## config.mk

```make
export PLATFORM = sky130hd
export DESIGN_NAME = align_shifter_seq
export DESIGN_NICKNAME = d
export VERILOG_FILES = /design/src/rtl/align_shifter_seq.sv
export SDC_FILE = /design/constraint.sdc
export NUM_CORES = 1
export LEC_CHECK = 0
export CAP_MARGIN = 20
export CORE_MARGIN = 2
export CORE_UTILIZATION = 25
export DETAILED_ROUTE_END_ITERATION = 10
export GPL_TIMING_DRIVEN = 0
export PLACE_DENSITY = 0.6
export SLEW_MARGIN = 20
export SYNTH_ARGS = -nofsm -noshare
export SYNTH_HDL_FRONTEND = slang
export SYNTH_SLANG_ARGS = --single-unit
export TNS_END_PERCENT = 50
```

## constraint.sdc

```tcl
create_clock -name clk -period 4.2 [get_ports clk]
set_input_delay 0.84 -clock clk [delete_from_list [all_inputs] [get_ports clk]]
set_output_delay 0.84 -clock clk [all_outputs]
set_load 0.05 [all_outputs]
```

## src/rtl/align_shifter_seq.sv

```systemverilog
// align_shifter_seq: pre-add alignment stage of the sequential single-precision
// adder. Captures the larger/smaller exponent operands, shifts the smaller
// significand right one bit per clock by the exponent difference (saturated at
// MAX_SHIFT), folding shifted-out bits into sticky, then presents both
// significands to the add/sub stage over a valid/ready handshake.
module align_shifter_seq #(
    parameter int unsigned MAX_SHIFT = 26,
    parameter int unsigned GRS_W     = 3
) (
    input  logic        clk,
    input  logic        rst,
    input  logic        in_valid,
    output logic        in_ready,
    input  logic [31:0] big_i,
    input  logic [31:0] little_i,
    input  logic [8:0]  dif_i,
    output logic        out_valid,
    input  logic        out_ready,
    output logic        sign_big,
    output logic        sign_little,
    output logic [7:0]  exp_big,
    output logic [26:0] mant_big,
    output logic [26:0] mant_little,
    output logic        busy
);

    typedef enum logic [1:0] {
        IDLE  = 2'd0,
        SHIFT = 2'd1,
        DONE  = 2'd2
    } state_t;

    state_t     state;
    logic [4:0] cnt;

    logic       hid_big;
    logic       hid_little;
    logic [4:0] cnt_load;

    // Hidden bits and saturated shift count for the operand set being offered
    always_comb begin
        hid_big    = |big_i[30:23];
        hid_little = |little_i[30:23];
        if (dif_i >= 9'(MAX_SHIFT)) begin
            cnt_load = 5'(MAX_SHIFT);
        end else begin
            cnt_load = dif_i[4:0];
        end
    end

    // Control FSM with registered handshake outputs and the alignment shifter
    always_ff @(posedge clk or posedge rst) begin
        if (rst) begin
            state       <= IDLE;
            cnt         <= '0;
            in_ready    <= 1'b1;
            out_valid   <= 1'b0;
            busy        <= 1'b0;
            sign_big    <= 1'b0;
            sign_little <= 1'b0;
            exp_big     <= '0;
            mant_big    <= '0;
            mant_little <= '0;
        end else begin
            case (state)
                IDLE: begin
                    if (in_valid) begin
                        sign_big    <= big_i[31];
                        sign_little <= little_i[31];
                        exp_big     <= big_i[30:23];
                        mant_big    <= {hid_big, big_i[22:0], {GRS_W{1'b0}}};
                        mant_little <= {hid_little, little_i[22:0], {GRS_W{1'b0}}};
                        cnt         <= cnt_load;
                        in_ready    <= 1'b0;
                        busy        <= 1'b1;
                        if (cnt_load == 5'd0) begin
                            state     <= DONE;
                            out_valid <= 1'b1;
                        end else begin
                            state <= SHIFT;
                        end
                    end
                end
                SHIFT: begin
                    // bit 0 is sticky: it absorbs everything shifted past it
                    mant_little <= {1'b0, mant_little[26:2], mant_little[1] | mant_little[0]};
                    cnt         <= cnt - 5'd1;
                    if (cnt == 5'd1) begin
                        state     <= DONE;
                        out_valid <= 1'b1;
                    end
                end
                DONE: begin
                    if (out_ready) begin
                        state     <= IDLE;
                        out_valid <= 1'b0;
                        busy      <= 1'b0;
                        in_ready  <= 1'b1;
                    end
                end
                default: begin
                    state <= IDLE;
                end
            endcase
        end
    end

endmodule

```

==> flow_summary_export.csv, run 1 <==
group,metric,value,unit
sta,fin_crit_sh,60.0,%
pwr,p_sw,1.91,mW
synth,synth_area_leaders,"dfrtp_1 57%, mux2_2 12%, nand2_1 7.1%",
routing,wl,8.67,mm
pwr,leakage,2.11,nW
setup_path,path_class,"reg2out",
synth,synth_xor_xnor_area_share,0,%
synth,ys.warnings.count,0,
pwr,swShare,45.4,%
sta,relSlewSlack,58.8,%
floorplan,core,0.0120,mm2
clock_tree,ctsHtreeMaxLevel,3,
setup_path,cp.buffers_inverters,1,
routing,wl_per_cell,15.3,um
routing,via_per_inst,4.59,
layout,n_fill_cell,1192,
synth,syn_inst,263,
clock_tree,cts.repair.resized,0,
setup_path,r2r-start,"cnt[0]$_DFFE_PP0P_",
sta,tns,0,ns
sta,fmax,397,MHz
placed_design,io_buffers,140,
pwr,p_comb_share,54.6,%
synth,muxShareOfSynthArea,12.4,%
clock_tree,cts_buffers,9,
setup_path,cp_slowest_stage_delay,0.82,ns
setup_path,worstPathArrival,1.68,ns
floorplan,die_h,115,um
routing,drcViolationCount,0,
placed_design,gp_congestion,0.715,
synth,async_flop_share,100,%
sta,postLayoutSetupSlackWorst,1.68,ns
global_route,grt_pass1_wl,13.8,mm
layout,fin_cells,568,
floorplan,rows,40,
worst_hold_path,whs_endpoint,"out_valid$_DFFE_PP0P_",
synth,ys_ff_latch,71,
layout,antennaDiodeCount,0,
routing,initialDrtViolationCount,97,
layout,nets,496,
run,cap_violations,0,
synth,synthSimpleGateAreaFrac,12.4,%
synth,synth_edf_count,0,
layout,post_route_cells_drive_above_1_share,16.4,%
sta,skew,0.00363,ns
pwr,pwr-share-seq,28.1,%
worst_hold_path,min-delay-start,"out_valid$_DFFE_PP0P_",
synth,ys.flop_type,"dfrtp_1",
setup_path,slowest_stage,"clkdlybuf4s50_1",
synth,synth_compound_gate_area_share,11.2,%
synth,synth.avg_cell_area,11.7,um2
synth,syn_area,0.00307,mm2
worst_hold_path,hold_depth,2,
clock_tree,clock_sinks,71,
pwr,power_frac_clock,17.2,%
global_route,antenna_found_initial,0,
setup_path,worstPathRequired,3.36,ns
setup_path,r2r.worst_path.cells,5,
clock_tree,clk_latency,0.32,ns
floorplan,boundaryPins,144,
synth,synth_cell_types,37,
clock_tree,cts_tree,"built",
global_route,grtUsageTotal,13.6,%
synth,synth_commonest_cells,"70 x dfrtp_1, 58 x nand2_1, 33 x mux2_2, 23 x a22oi_1, 9 x buf_4",
sta,setup_violations,0,
floorplan,die_x,115,um
placed_design,post-place-ws,1.69,ns
clock_tree,postCtsSetupBuffers,0,
clock_tree,clock-root-buffer,"clkbuf_16",
sta,slew_violations,0,
setup_path,path_max_fanout,3,
layout,area_delta_synth_final,61.9,%
clock_tree,holdBufCountCts,0,
global_route,grt_max_degree,51,
worst_hold_path,hold_class,"reg2reg",
floorplan,floorplan.initialDensity,25.6,%
sta,grt_setup_unrepaired,"false",
synth,synth_adder_area_share,0.815,%
setup_path,worstSetupStartpoint,"in_ready$_DFFE_PP1P_",
layout,post-route-util,41.4,%
floorplan,dieArea,0.0132,mm2
setup_path,r2r_end,"cnt[4]$_DFFE_PP0P_",
clock_tree,cts.path.max_buffers,2,
status,outcome,"completed",
pwr,irDropWorstVdd,0.453,mV
synth,synth_top_area_share,57.0,%
placed_design,dp_cells,553,
setup_path,crit_family,"buffers and inverters",
synth,synth_most_common_cell,"dfrtp_1",
pwr,intPower,2.30,mW
routing,dr.pass1.iters,4,
sta,timing.final.crit_period,2.52,ns
sta,hold_violations,0,
routing,dr_total_vias,2606,
routing,ant_nets,0,
synth,synth_top_area_cell,"dfrtp_1",
setup_path,crit_chain,"clkdlybuf4s50_1",
placed_design,dpl.hpwl,6.38,mm
synth,synth_top_family_by_area,"multiplexers",
pwr,p_per_area,848,mW/mm2
global_route,grt_pass1_vias,2718,
sta,worstMarginPinSlew,0.613,ns
setup_path,critPathCaptureType,"output pin",
setup_path,r2r_slack,2.57,ns
synth,seq_area_frac_synth,57.9,%
clock_tree,clk_pin_slew,0.05,ns
global_route,overflow,0,
setup_path,start_kind,"flip-flop",
-- through the flow --
stage	total power, mW	hold WS, ns	area, um2
6_report	4.22	0.493	4970
5_1_grt	4.45	0.518	4970
4_1_cts	4.28	0.503	4970
3_5_place_dp	3.52	0.490	4690
3_3_place_gp	3.48	0.481	4660
2_1_floorplan	2.70	0.504	3080
-- metal layers --
metal  vias to the layer above  wire, um  global-route usage, %
met5                         -         0                      0
met4                         0        90                   3.78
li1                       1222         -                      -
met3                         8       941                   6.64
met1                      1267      3670                   16.3
met2                       109      3970                   21.9
-- logic make-up after synthesis --
group / Yosys count
AO/OA/AOI/OAI: 47
adder cells (fa/ha/maj): 2
multiplexers: 34
buffers and inverters: 25
flip-flops: 71
other: 1
AND/OR/NAND/NOR: 83
-- cell usage in the layout, fill, tap and decap left out, drive strengths merged, types with 3 or more instances in the layout --
cell type	n
nand2	59
clkdlybuf4s50	140
a21oi	5
inv	8
clkbuf	13
nor4	3
buf	15
o211ai	3
o21ai	6
conb	3
nor2	6
a22oi	23
clkinv	4
mux2	33
dfrtp	70
nand3	3
-- flip-flops by register name, summed over array words and instances (netlist names) --
| signal | cells |
|---|---|
| state | 2 |
| busy | 1 |
| mant_big | 24 |
| out_valid | 1 |
| sign_little | 1 |
| sign_big | 1 |
| cnt | 5 |
| exp_big | 8 |
| mant_little | 27 |
| in_ready | 1 |
-- worst max path at each step --
stage	to	slack (ns)	depth (start not counted)
2_1_floorplan	busy$_DFFE_PP0P_	1.57	1
3_3_place_gp	sign_big$_DFFE_PP0P_	0.23	2
3_5_place_dp	mant_little[7]$_DFFE_PP0P_	1.69	5
4_1_cts	in_ready	1.65	1
5_1_grt	in_ready	1.63	1
6_report	in_ready	1.68	1
-- cell type report --
class                           instances  area (um2)  share of cell area, %
Sequential cell                        71        1780                   35.8
Timing Repair Buffer                  141        1430                   28.7
Multi-Input combinational cell        169        1140                   22.9
Clock buffer                           10         229                   4.60
Tap cell                              147         184                   3.70
Buffer                                 17         129                   2.59
Clock inverter                          5        50.0                   1.01
Inverter                                8        32.5                  0.654
-- power by group through the flow --
stage	logic (mW)	clock network [mW]	registers (mW)
3_5_place_dp	2.32	0	1.20
3_3_place_gp	2.30	0	1.18
2_1_floorplan	0.586	0	2.12
6_report	2.30	0.726	1.19
4_1_cts	2.33	0.759	1.19
5_1_grt	2.44	0.787	1.23
Power figures use the tool's default switching activity.
==> run 2: changes to the inputs <==
--- a/config.mk
+++ b/config.mk
@@ -10,7 +10,7 @@
 export CORE_UTILIZATION = 25
 export DETAILED_ROUTE_END_ITERATION = 10
 export GPL_TIMING_DRIVEN = 0
-export PLACE_DENSITY = 0.6
+export PLACE_DENSITY = 0.62
 export SLEW_MARGIN = 20
 export SYNTH_ARGS = -nofsm -noshare
 export SYNTH_HDL_FRONTEND = slang
==> constraint.sdc (replaced) <==
create_clock -name clk -period 2.1 [get_ports clk]
set_input_delay 0.42 -clock clk [delete_from_list [all_inputs] [get_ports clk]]
set_output_delay 0.42 -clock clk [all_outputs]
set_load 0.05 [all_outputs]
==> run 2 against run 1 <==
- combinational power rose by 100%
- worst hold slack got worse by 0.047 ns
- count of clock-buffer cells in the layout rose by 1
- global-route usage fell by 0.26 points
- critical endpoint is now mant_little[5]
- register-to-register slack got worse by 2.1 ns
- sequential power rose by 100%
- first-iteration DRC count rose by 38%
==> flow_summary_export.csv, run 2 (synthesis results as in run 1) <==
group,metric,value,unit
placed_design,io_buffers,140,
layout,area_delta_synth_final,64.1,%
routing,dr.pass1.iters,4,
placed_design,post-place-ws,0.00146,ns
routing,via_per_inst,4.56,
sta,relSlewSlack,61.6,%
setup_path,r2r_end,"mant_little[23]$_DFFE_PP0P_",
setup_path,worstSetupPathDepth,1,
sta,skew,0.00533,ns
global_route,antenna_found_initial,0,
floorplan,die_h,115,um
routing,drcViolationCount,0,
status,outcome,"completed",
setup_path,worstPathArrival,1.60,ns
clock_tree,clock_sinks,71,
sta,postLayoutSetupSlackWorst,0.0849,ns
clock_tree,clock-root-buffer,"clkbuf_16",
sta,slew_violations,0,
setup_path,slowest_stage,"clkdlybuf4s50_1",
setup_path,path_class,"reg2out",
sta,hold_violations,0,
clock_tree,cts_tree,"built",
global_route,grt_pass1_vias,2629,
pwr,irDropWorstVdd,0.852,mV
placed_design,dp_cells,554,
global_route,grtUsageTotal,13.3,%
clock_tree,ctsHtreeMaxLevel,3,
layout,largest_reg_flops,27,
setup_path,cp.buffers_inverters,1,
sta,tns,0,ns
layout,fin_cells,570,
sta,timing.final.crit_period,2.02,ns
global_route,grt_pass1_wl,13.4,mm
clock_tree,cts.path.max_buffers,2,
routing,wl,8.58,mm
placed_design,gp_congestion,0.792,
routing,dr_total_vias,2602,
setup_path,worstPathRequired,1.68,ns
routing,initialDrtViolationCount,134,
placed_design,dpl.hpwl,6.37,mm
layout,post_route_cells_drive_above_1_share,17.0,%
sta,fin_crit_sh,96.0,%
routing,ant_nets,0,
setup_path,worstSetupStartpoint,"mant_little[5]$_DFFE_PP0P_",
setup_path,cp_slowest_stage_delay,0.86,ns
run,cap_violations,0,
setup_path,crit_family,"buffers and inverters",
setup_path,crit_chain,"clkdlybuf4s50_1",
sta,hold_slack,0.445,ns
sta,fmax,496,MHz
layout,antennaDiodeCount,0,
layout,reg.largest.list,"mant_little: 27 flops, mant_big: 24 flops, exp_big: 8 flops",
sta,setup_violations,0,
global_route,grt_max_degree,29,
floorplan,rows,40,
setup_path,r2r_slack,0.45,ns
floorplan,dieArea,0.0132,mm2
sta,worstMarginPinSlew,0.572,ns
floorplan,core,0.0120,mm2
global_route,overflow,0,
layout,most-common-layout-cells,"139 x clkdlybuf4s50_1, 70 x dfrtp_1, 58 x nand2_1",
worst_hold_path,hold_class,"in2async",
routing,wl_per_cell,15.0,um
sta,grt_setup_unrepaired,"false",
pwr,p_per_area,1720,mW/mm2
setup_path,endpoint,"mant_little[5]",
pwr,total_power,8.66,mW
layout,final_common_cell,"clkdlybuf4s50_1",
clock_tree,clk_latency,0.33,ns
setup_path,r2r-start,"state[0]$_DFFE_PP0P_",
layout,nets,497,
setup_path,r2r.worst_path.cells,4,
setup_path,start_kind,"flip-flop",
floorplan,floorplan.initialDensity,25.6,%
layout,n_fill_cell,1205,
floorplan,boundaryPins,144,
clock_tree,cts_buffers,9,
setup_path,critPathCaptureType,"output pin",
pwr,leakage,2.13,nW
floorplan,die_x,115,um
layout,largest-register,"mant_little",
clock_tree,clk_pin_slew,0.06,ns
clock_tree,postCtsSetupBuffers,0,
setup_path,path_max_fanout,3,
run 2: how the worst min path moves through the flow:
| stage | startpoint | end | cells past startpoint |
|---|---|---|---|
| final | rst | mant_little[22]$_DFFE_PP0P_ | 2 |
| after global routing | rst | mant_little[22]$_DFFE_PP0P_ | 2 |
| after CTS | rst | mant_big[15]$_DFFE_PP0P_ | 2 |
| after detailed placement | mant_little[25]$_DFFE_PP0P_ | mant_little[25]$_DFFE_PP0P_ | 2 |
| after global placement | mant_little[0]$_DFFE_PP0P_ | mant_little[0]$_DFFE_PP0P_ | 2 |
| after floorplan | cnt[1]$_DFFE_PP0P_ | cnt[1]$_DFFE_PP0P_ | 1 |
run 2: metal layers:
metal  track usage, %  share of wire (%)  wire length, um
met5                0                  0                0
met4             5.38                1.8              155
met3             5.96                9.2              786
met2             21.2                 47             4040
met1             15.9                 42             3590
run 2: area by class of cell:
| cell class | instances | area (um2) | area share (%) |
|---|---|---|---|
| Buffer | 17 | 129 | 2.56 |
| Clock buffer | 11 | 253 | 5.02 |
| Clock inverter | 5 | 80.1 | 1.59 |
| Inverter | 8 | 33.8 | 0.670 |
| Multi-Input combinational cell | 169 | 1140 | 22.6 |
| Sequential cell | 71 | 1780 | 35.3 |
| Tap cell | 147 | 184 | 3.65 |
| Timing Repair Buffer | 142 | 1440 | 28.6 |
run 2: metrics by stage:
| step | area, um2 | utilization [%] |
|---|---|---|
| after floorplan | 3080 | - |
| after global placement | 4670 | 38.9 |
| after detailed placement | 4710 | 39.2 |
| after CTS | 5040 | 41.9 |
| after global routing | 5040 | 41.9 |
| final | 5040 | 41.9 |
run 2: timing repair:
action,CTS,global route
hold buffers,0,0
resized for setup,1,0
setup endpoints to repair,1,0
run 2: where the power goes:
part	switching [mW]	internal, mW	total (mW)
clock	0.586	1.10	1.69
sequential	0.399	1.98	2.38
combinational	2.87	1.73	4.60
